**src/rtl/bit_serial_logic_engine.sv**
```systemverilog
// bit_serial_logic_engine
//
// Bit-serial sequencer for the ALU's one-bit logic slice. A request is taken
// through an input valid/ready handshake, then one result bit is evaluated per
// clock, LSB first. The assembled word and the chain carry-out are returned
// through an output valid/ready handshake.
//
// Handshakes: a transfer happens on a rising edge where both valid and ready
// are high. Valid, once raised by this block, holds with stable data until the
// transfer. in_ready is high exactly in IDLE; out_valid exactly in DONE.
//
// Ports:
//   clk, rst_n       clock, asynchronous active-low reset
//   in_valid/ready   request handshake
//   in_op1, in_op2   WIDTH-bit operands
//   in_opsel         000 AND, 001 OR, 010 XOR, 011 NOT op1, 1xx shift left
//   in_cin           shift-in bit (shift op only)
//   out_valid/ready  result handshake
//   out_result       assembled WIDTH-bit result (registered)
//   out_cout         chain carry-out (registered; 0 for logic ops)
//   busy             high in RUN and DONE
module bit_serial_logic_engine #(
    parameter int WIDTH = 8
) (
    input  logic             clk,
    input  logic             rst_n,
    input  logic             in_valid,
    output logic             in_ready,
    input  logic [WIDTH-1:0] in_op1,
    input  logic [WIDTH-1:0] in_op2,
    input  logic [2:0]       in_opsel,
    input  logic             in_cin,
    output logic             out_valid,
    input  logic             out_ready,
    output logic [WIDTH-1:0] out_result,
    output logic             out_cout,
    output logic             busy
);

    localparam int CW = (WIDTH > 1) ? $clog2(WIDTH) : 1;

    typedef enum logic [1:0] {
        IDLE = 2'd0,
        RUN  = 2'd1,
        DONE = 2'd2
    } state_t;

    state_t           state;
    state_t           state_next;
    logic [CW-1:0]    cnt;
    logic [WIDTH-1:0] op1_sh;
    logic [WIDTH-1:0] op2_sh;
    logic [WIDTH-1:0] res_sh;
    logic [2:0]       opsel_q;
    logic             carry;
    logic             bit_val;
    logic             accept;
    logic             last_bit;

    assign in_ready  = (state == IDLE);
    assign out_valid = (state == DONE);
    assign busy      = (state != IDLE);
    assign accept    = in_valid && in_ready;
    assign last_bit  = (state == RUN) && (cnt == CW'(WIDTH - 1));

    // Operands shift right each RUN edge, so bit i is always at position 0.
    always_comb begin
        bit_val = 1'b0;
        if (opsel_q[2]) begin
            bit_val = carry;
        end else begin
            case (opsel_q[1:0])
                2'b00:   bit_val = op1_sh[0] & op2_sh[0];
                2'b01:   bit_val = op1_sh[0] | op2_sh[0];
                2'b10:   bit_val = op1_sh[0] ^ op2_sh[0];
                default: bit_val = ~op1_sh[0];
            endcase
        end
    end

    always_ff @(posedge clk or negedge rst_n) begin
        if (!rst_n) begin
            state <= IDLE;
        end else begin
            state <= state_next;
        end
    end

    always_comb begin
        state_next = state;
        case (state)
            IDLE:    if (accept) state_next = RUN;
            RUN:     if (last_bit) state_next = DONE;
            DONE:    if (out_ready) state_next = IDLE;
            default: state_next = IDLE;
        endcase
    end

    always_ff @(posedge clk or negedge rst_n) begin
        if (!rst_n) begin
            cnt        <= '0;
            op1_sh     <= '0;
            op2_sh     <= '0;
            res_sh     <= '0;
            opsel_q    <= '0;
            carry      <= 1'b0;
            out_result <= '0;
            out_cout   <= 1'b0;
        end else if (accept) begin
            op1_sh  <= in_op1;
            op2_sh  <= in_op2;
            opsel_q <= in_opsel;
            carry   <= in_cin;
            cnt     <= '0;
            res_sh  <= '0;
        end else if (state == RUN) begin
            op1_sh <= op1_sh >> 1;
            op2_sh <= op2_sh >> 1;
            // New bits enter at the MSB; after WIDTH edges bit 0 sits at the LSB.
            res_sh <= {bit_val, res_sh[WIDTH-1:1]};
            if (opsel_q[2]) begin
                carry <= op1_sh[0];
            end
            if (last_bit) begin
                // Counter holds at WIDTH-1 instead of wrapping.
                out_result <= {bit_val, res_sh[WIDTH-1:1]};
                out_cout   <= opsel_q[2] & op1_sh[0];
            end else begin
                cnt <= cnt + 1'b1;
            end
        end
    end

endmodule

```
**config.mk**
```make
export PLATFORM = sky130hd
export DESIGN_NAME = bit_serial_logic_engine
export DESIGN_NICKNAME = d
export VERILOG_FILES = /design/src/rtl/bit_serial_logic_engine.sv
export SDC_FILE = /design/constraint.sdc
export NUM_CORES = 1
export LEC_CHECK = 0
export BUFFER_PORTS_ARGS = -buffer_cell sky130_fd_sc_hd__buf_2
export CAP_MARGIN = 30
export CORE_MARGIN = 3
export CORE_UTILIZATION = 30
export CTS_BUF_LIST = sky130_fd_sc_hd__clkbuf_4
export CTS_CLUSTER_DIAMETER = 120
export CTS_CLUSTER_SIZE = 8
export DETAILED_ROUTE_END_ITERATION = 8
export REMOVE_ABC_BUFFERS = 1
export SYNTH_ARGS = -nofsm -noshare
export SYNTH_HDL_FRONTEND = slang
export SYNTH_SLANG_ARGS = --single-unit
```
**constraint.sdc**
```tcl
create_clock -name clk -period 2 [get_ports clk]
set_input_delay 0.5 -clock clk [delete_from_list [all_inputs] [get_ports clk]]
set_output_delay 0.5 -clock clk [all_outputs]
set_load 0.02 [all_outputs]
```
==> PnR_summary.wiki, run 1 <==
{| class="wikitable"
! Metric !! Value
|-
| Reg clk slew, reported paths || 120 ps
|-
| Syn Inst Count || between 150 and 200
|-
| Root buffer selected by CTS || sky130_fd_sc_hd__clkbuf_4
|-
| Most used flip-flop cell after synthesis || sky130_fd_sc_hd__dfrtp_1
|-
| Flop2flop setup slack || 370 ps
|-
| Count of buffers from port buffering || 35
|-
| Highest attainable clock frequency || 554 MHz
|-
| Overall routed net length || around 3700 µm
|-
| Largest net degree at the start of global routing || 24
|-
| Flip-flop and latch count after synthesis || between 40 and 50
|-
| Clock buffer count from CTS || 5
|-
| Detail-routed net length per standard cell || between 10 and 15 µm
|-
| Switching pwr || around 1.2 mW
|-
| Delay of the slowest critical-path stage || between 500 and 600 ps
|-
| Maximum ir drop on the vdd rail || roughly 0.00075 V
|-
| Clock period minus worst slack || 1810 ps
|-
| Initial Utilization || 32.0%
|-
| Vertical extent of the die || approximately 84 µm
|-
| Fin crit share || about nine tenths
|-
| Data arrival, critical path || approximately 1300 ps
|-
| Routed via count divided by cell count || approximately 4.7
|-
| Count of cells along the worst register-to-register path || 4
|-
| Final cell count without fillers || 279
|-
| Number of buffers added for setup after CTS || 0
|-
| Outcome || finished, final reports clean
|-
| Number of pins exceeding their max-slew limit in the final report || 0
|-
| TritonCTS clock tree || yes
|-
| Share of layout cells above drive strength 1 || ~28%
|-
| Post-cts sizing count || 0
|-
| Synthesis Warnings || 0
|-
| Highest metal layer used by the detailed router || met4
|-
| Count of buffer and inverter cells on the critical path || 2
|-
| Highest-delay cell along the critical path || sky130_fd_sc_hd__dfrtp_1
|-
| I/O pin cnt || 36
|-
| Number of distinct standard cells referenced by the synthesized netlist || 27
|-
| Full die area || between 7000 and 8000 µm²
|-
| Kind of cell adding the most delay to the critical path || flip-flops
|-
| # hold bufs at CTS || 0
|-
| Setup repair after global routing missed its margin || no
|-
| Placeable core region || between 5000 and 6000 µm²
|-
| Cell Rows || 27
|-
| Synthesized cell area || around 1800 µm²
|-
| Reg2reg end || out_result[7]
|-
| Number of antenna violations at the first check in global routing || 0
|-
| Via count of the first global-routing pass || between 1000 and 1500
|-
| Routed wire length on met2 || 1600 µm
|-
| Cell taking the most area after synthesis || sky130_fd_sc_hd__dfrtp_1
|-
| Portion of synthesized cell area occupied by the leading cell type || 56.1%
|-
| Worst setup path category || reg -> out
|-
| Switching portion of total power || between 30 and 40%
|-
| Worst Path Max Fanout || 9
|-
| Remaining antenna violation count after routing || 0
|-
| Number of DRC markers after the initial detailed-route iteration || 51
|-
| Setup violations, final || 0
|-
| Deepest clock path buffer count || 2
|-
| Worst Clk Skew || roughly 9 ps
|-
| Synth Area per Inst || ~11 µm²
|-
| Number of clock sinks || 41
|-
| Ratio of total power to cell area || approximately 1400 nW/µm²
|-
| Cell-internal power || around 1.8 mW
|-
| Clock network fraction of total power || 13.2%
|-
| Chain of cells forming the critical path || nor2_1, inv_1, buf_2
|-
| Critical Path RT || 1500 ps
|-
| Wire length of the first global-routing pass || 6440 µm
|-
| Crit start category || flop
|-
| Antenna diode instance count || 0
|-
| Class of the tightest hold or removal check || in -> async
|-
| Headroom to the max-slew limit || between 50% and 60%
|-
| Global router's overall resource usage || between 10% and 20%
|-
| Ranking of synthesized cells by area || sky130_fd_sc_hd__dfrtp_1 (56%), sky130_fd_sc_hd__nand2_1 (10%), sky130_fd_sc_hd__a22oi_1 (5.3%), sky130_fd_sc_hd__mux2_2 (4.9%), sky130_fd_sc_hd__o21ai_0 (3.8%)
|-
| Sequential area share after synthesis || between 50% and 60%
|-
| Max-cap violations || 0
|-
| CP Capture Type || output pin
|-
| Total number of vias || approximately 1300
|-
| Wl on met1 || between 1500 and 2000 µm
|-
| Static Leak || 1.07 nW
|-
| Area added between synthesis and finish || 15.7%
|-
| Remaining routing DRC violations || 0
|-
| Grt total ovfl || 0
|-
| Number of enable-type register cells in the synthesized netlist || 0
|-
| Min Hold Slack || about 140 ps
|-
| Total placed cells including tap cells || roughly 270
|-
| Worst-skew pair later-pin latency || about 330 ps
|-
| Combinational share of power || 38.9%
|-
| Sequential Power Share || about 48%
|-
| Final weighted congestion in routability-driven placement || just over 0.7
|-
| Post-layout nets || about 240
|-
| Iteration count of the initial detailed-routing pass || 4
|-
| HPWL reported at the end of detailed placement || roughly 2700 µm
|-
| Worst Tran Pin Value || approximately 600 ps
|-
| Fraction of synthesis flops using an asynchronous set or reset pin || 100%
|-
| Final-report hold violation count || 0
|-
| CTS HTree Levels || 2
|-
| Total length of routed met3 wires || approximately 230 µm
|-
| Start of the worst register-to-register path || op1_sh[0]
|-
| Post-route setup TNS || 0 ps
|-
| Overall die width || 84.1 µm
|}
==> cells by family (layout without fill, tap and decap cells) <==
| group | count (synthesis) | after routing | share of synthesized area (%) |
|---|---|---|---|
| AOI/OAI and AO/OA | 35 | 35 | 12.2 |
| buffers and inverters | 15 | 52 | 5.20 |
| DFF | 41 | 41 | 56.1 |
| muxes | 12 | 12 | 7.18 |
| adders and majority gates | 4 | 4 | 2.74 |
| and+or+nand+nor | 62 | 62 | 16.1 |
| xor gates and xnor gates | 1 | 1 | 0.479 |
==> cell usage after synthesis (all sizes together), types with 3 or more instances <==
cell	count
nand2b	3
o21ai	14
mux2i	3
mux2	9
ha	4
dfrtp	41
buf	9
a22oi	13
inv	5
nand3b	3
o31ai	3
nand2	49
==> cell usage in the layout, fill, tap and decap left out, drive strengths merged <==
master / n
xnor2: 1
nor3b: 2
buf: 40
o22ai: 1
clkinv: 1
clkbuf: 6
dfrtp: 41
o21bai: 1
nand2b: 3
mux2: 9
nand3b: 3
inv: 5
mux2i: 3
nor2: 2
nand2: 49
a22oi: 13
o21ai: 14
nor2b: 2
o31ai: 3
a2111oi: 1
a21oi: 2
or2: 1
ha: 4
==> cell type report <==
type | count | area, µm²
clock buffer | 6 | 45.0
fill | 579 | 3590
clock inverter | 1 | 3.75
sequential | 41 | 1030
tap | 72 | 90.1
inverter | 5 | 18.8
multi-input combinational | 114 | 708
timing repair buffer | 40 | 225
==> power groups by stage <==
stage                     Combinational, mW  Sequential [mW]  Clock, mW
after floorplan                       0.719             1.47          0
after global placement                 1.14             1.42          0
after detailed placement               1.17             1.44          0
after CTS                              1.17             1.42      0.405
after global routing                   1.31             1.46      0.439
final                                  1.15             1.42      0.391
==> registers in the layout, summed over array words and instances (netlist names) <==
name / flops
out_cout: 1
res_sh: 7
cnt: 3
state: 2
out_result: 8
carry: 1
opsel_q: 3
op2_sh: 8
op1_sh: 8
==> per-stage QoR <==
stage	setup slack [ps]	total power, mW	cell area, µm²	utilization [%]
finish	194	2.96	2120	37.1
global route	98.2	3.21	2120	37.1
CTS	176	3.00	2120	37.1
detailed placement	395	2.61	2070	36.2
global placement	466	2.56	2070	36.2
floorplan	253	2.19	1750	-
==> per-layer routing <==
metal | vias up | track usage (%)
met1 | 617 | 15.7
met5 | - | 0
met2 | 36 | 16.5
met3 | 2 | 3.65
li1 | 646 | -
met4 | 0 | 3.07
==> how the worst max path moves through the flow <==
stage,slack (ps),depth (start not counted),start,to
after floorplan,250,2,state[0],opsel_q[0]
after global placement,470,4,op1_sh[0],out_result[7]
after detailed placement,390,4,op1_sh[0],out_result[7]
after CTS,180,3,state[1],busy
after global routing,100,3,state[0],out_valid
final,190,3,state[1],busy
Note: power is estimated with default switching activity, not from simulation.
==> run 2: changes to the inputs <==
BUFFER_PORTS_ARGS = -buffer_cell sky130_fd_sc_hd__buf_4   (was -buffer_cell sky130_fd_sc_hd__buf_2)
PLACE_DENSITY_LB_ADDON = 0.1   (was default)
==> run 2 against run 1 <==
Effect of this change:
- maximum frequency fell by 0.66%
- non-clock buffer count did not move
- clock skew about the same
- utilization increased by 1.7 points
- first-iteration DRC count is 39% higher
- worst setup slack lost 12 ps
- via count increased by 3.5%
- highest routed layer unchanged
- clock-buffer cell count fell by 1
==> PnR_summary.wiki, run 2 (synthesis results as in run 1) <==
{| class="wikitable"
! Metric !! Value
|-
| Start of the worst register-to-register path || op1_sh[0]
|-
| TritonCTS clock tree || yes
|-
| Worst Tran Pin Value || 631 ps (+30.5 ps)
|-
| Kind of cell adding the most delay to the critical path || flip-flops
|-
| Root buffer selected by CTS || sky130_fd_sc_hd__clkbuf_4
|-
| Via count of the first global-routing pass || 1410 (+6.2%)
|-
| Commonest non-fill, non-tap cells in the layout || sky130_fd_sc_hd__nand2_1 (49), sky130_fd_sc_hd__dfrtp_1 (41), sky130_fd_sc_hd__buf_4 (40)
|-
| CP Capture Type || output pin
|-
| Area of placed instances || 2140 µm² (+3.6%)
|-
| Launch point of the critical path || state[0]
|-
| Critical Path RT || 1500 ps (about the same)
|-
| Cell Rows || 27 (unchanged)
|-
| Post-route setup TNS || 0 ps (unchanged)
|-
| Maximum ir drop on the vdd rail || 0.000475 V (-36%)
|-
| Number of pins exceeding their max-slew limit in the final report || 0 (unchanged)
|-
| Count of cells along the worst register-to-register path || 4 (unchanged)
|-
| Placeable core region || 5710 µm² (unchanged)
|-
| Count of buffers from port buffering || 35 (unchanged)
|-
| Full die area || 7070 µm² (unchanged)
|-
| Vertical extent of the die || 84.1 µm (unchanged)
|-
| Outcome || finished, final reports clean
|-
| Crit start category || flop
|-
| HPWL reported at the end of detailed placement || 2690 µm (+0.98%)
|-
| Setup violations, final || 0 (unchanged)
|-
| Clock period minus worst slack || 1820 ps (+12.0 ps)
|-
| Antenna diode instance count || 0 (unchanged)
|-
| Share of layout cells above drive strength 1 || 28.5% (+0.48 points)
|-
| I/O pin cnt || 36 (unchanged)
|-
| Area of all placed cells without fillers || 2220 µm² (+4.7%)
|-
| Global router's overall resource usage || 11.7% (+0.48 points)
|-
| Area added between synthesis and finish || 21.1%
|-
| Leading registers by flop count || op1_sh x8, op2_sh x8, out_result x8
|-
| Data arrival, critical path || 1320 ps (about the same)
|-
| Headroom to the max-slew limit || 56.9% (-2.1 points)
|-
| Fill cell count || 569 (-1.7%)
|-
| Final-report hold violation count || 0 (unchanged)
|-
| Class of the tightest hold or removal check || in -> async
|-
| Worst-skew pair later-pin latency || 340 ps (about the same)
|-
| Area occupied by multi-input gates || 708 µm² (unchanged)
|-
| Deepest clock path buffer count || 2 (unchanged)
|-
| Initial Utilization || 32.0% (unchanged)
|-
| Overall routed net length || 3810 µm (+2.2%)
|-
| Chain of cells forming the critical path || nor2_1, inv_1, buf_4
|-
| Total number of vias || 1346 (+3.5%)
|-
| Worst Path Max Fanout || 9 (unchanged)
|-
| Grt total ovfl || 0 (unchanged)
|-
| Critical Path Stages || 3 (unchanged)
|-
| # hold bufs at CTS || 0 (unchanged)
|-
| Max-cap violations || 0 (unchanged)
|-
| Post-cts sizing count || 0 (unchanged)
|-
| Number of buffers added for setup after CTS || 0 (unchanged)
|-
| Min Hold Slack || 117 ps (-27.4 ps)
|-
| Worst Clk Skew || 8.86 ps (-0.332 ps)
|-
| Delay of the slowest critical-path stage || 520 ps (about the same)
|-
| Overall die width || 84.1 µm (unchanged)
|-
| Highest attainable clock frequency || 550 MHz (-0.66%)
|-
| Number of clock sinks || 41 (unchanged)
|-
| Static Leak || 1.10 nW (+2.9%)
|-
| Sequential cell area || 1030 µm² (unchanged)
|-
| Reg clk slew, reported paths || 120 ps (about the same)
|-
| Highest-delay cell along the critical path || sky130_fd_sc_hd__dfrtp_1
|-
| Remaining antenna violation count after routing || 0 (unchanged)
|-
| Ratio of total power to cell area || 1440 nW/µm² (+2.6%)
|-
| Setup repair after global routing missed its margin || no
|-
| Reg2reg end || out_result[7]
|-
| Number of DRC markers after the initial detailed-route iteration || 71 (+39%)
|-
| Endpoint of the most critical setup path || busy
|-
| Post-layout nets || 235 (unchanged)
|-
| Detail-routed net length per standard cell || 13.7 µm (+2.2%)
|-
| Largest net degree at the start of global routing || 42 (+75%)
|-
| Flop2flop setup slack || 290 ps (-80 ps)
|-
| Most common library cell in the layout ignoring fill and taps || sky130_fd_sc_hd__nand2_1
|-
| Final weighted congestion in routability-driven placement || 0.759 (+5.7%)
|-
| Worst setup path category || reg -> out
|-
| Iteration count of the initial detailed-routing pass || 4 (unchanged)
|-
| Fin crit share || 90.9% (+0.60 points)
|-
| Routed via count divided by cell count || 4.82 (+3.5%)
|-
| Count of buffer and inverter cells on the critical path || 2 (unchanged)
|-
| Number of antenna violations at the first check in global routing || 0 (unchanged)
|-
| CTS HTree Levels || 2 (unchanged)
|-
| Total Power || 3.18 mW (+7.4%)
|-
| Clock buffer count from CTS || 5 (unchanged)
|-
| Remaining routing DRC violations || 0 (unchanged)
|-
| Wire length of the first global-routing pass || 6650 µm (+3.2%)
|}
-- run 2: changes by cell type in the layout (fill, tap and decap cells not counted), sizes merged --
cell    previous run  this run
clkbuf             6         5
bufinv             0         1
-- run 2: area by class of cell --
cell class | count | share of cell area, %
tap | 72 | 4.07
clock buffer | 5 | 1.69
sequential | 41 | 46.3
multi-input combinational | 114 | 32.0
clock inverter | 2 | 1.58
timing repair buffer | 40 | 13.6
inverter | 5 | 0.847
-- run 2: per-layer routing --
layer,vias up,part of all wire (%),global-route usage [%]
li1,646,-,-
met1,663,46,14.3
met2,31,48,19.2
met5,-,0,0
met3,6,5.1,3.85
met4,0,1.4,3.95
-- run 2: worst min path at each step --
stage	endpoint	slack, ps	cells past startpoint
3_5_place_dp	op2_sh[3]	460	2
5_1_grt	out_result[1]	120	1
4_1_cts	out_result[1]	120	1
3_3_place_gp	op2_sh[2]	460	2
6_report	out_result[1]	120	1
2_1_floorplan	carry	200	0
-- run 2: worst register-to-register path, stage by stage (launching register included) --
cell                        delay [ps]
sky130_fd_sc_hd__dfrtp_1           440
sky130_fd_sc_hd__inv_1              80
sky130_fd_sc_hd__ha_1              300
sky130_fd_sc_hd__a2111oi_0         590
sky130_fd_sc_hd__o31ai_1           160
-- run 2: power breakdown --
part | total, mW | leakage [nW] | internal, mW | switching, mW
Combinational | 1.24 | 0.535 | 0.570 | 0.674
Clock | 0.517 | 0.0410 | 0.255 | 0.262
Sequential | 1.42 | 0.525 | 1.17 | 0.250
-- run 2: stage by stage --
stage | setup slack [ps] | utilization, % | instances
after floorplan | 253 | - | 160
after global placement | 443 | 37.5 | 272
after detailed placement | 354 | 37.5 | 272
after CTS | 144 | 38.8 | 279
after global routing | 88.3 | 38.8 | 279
final | 182 | 38.8 | 279
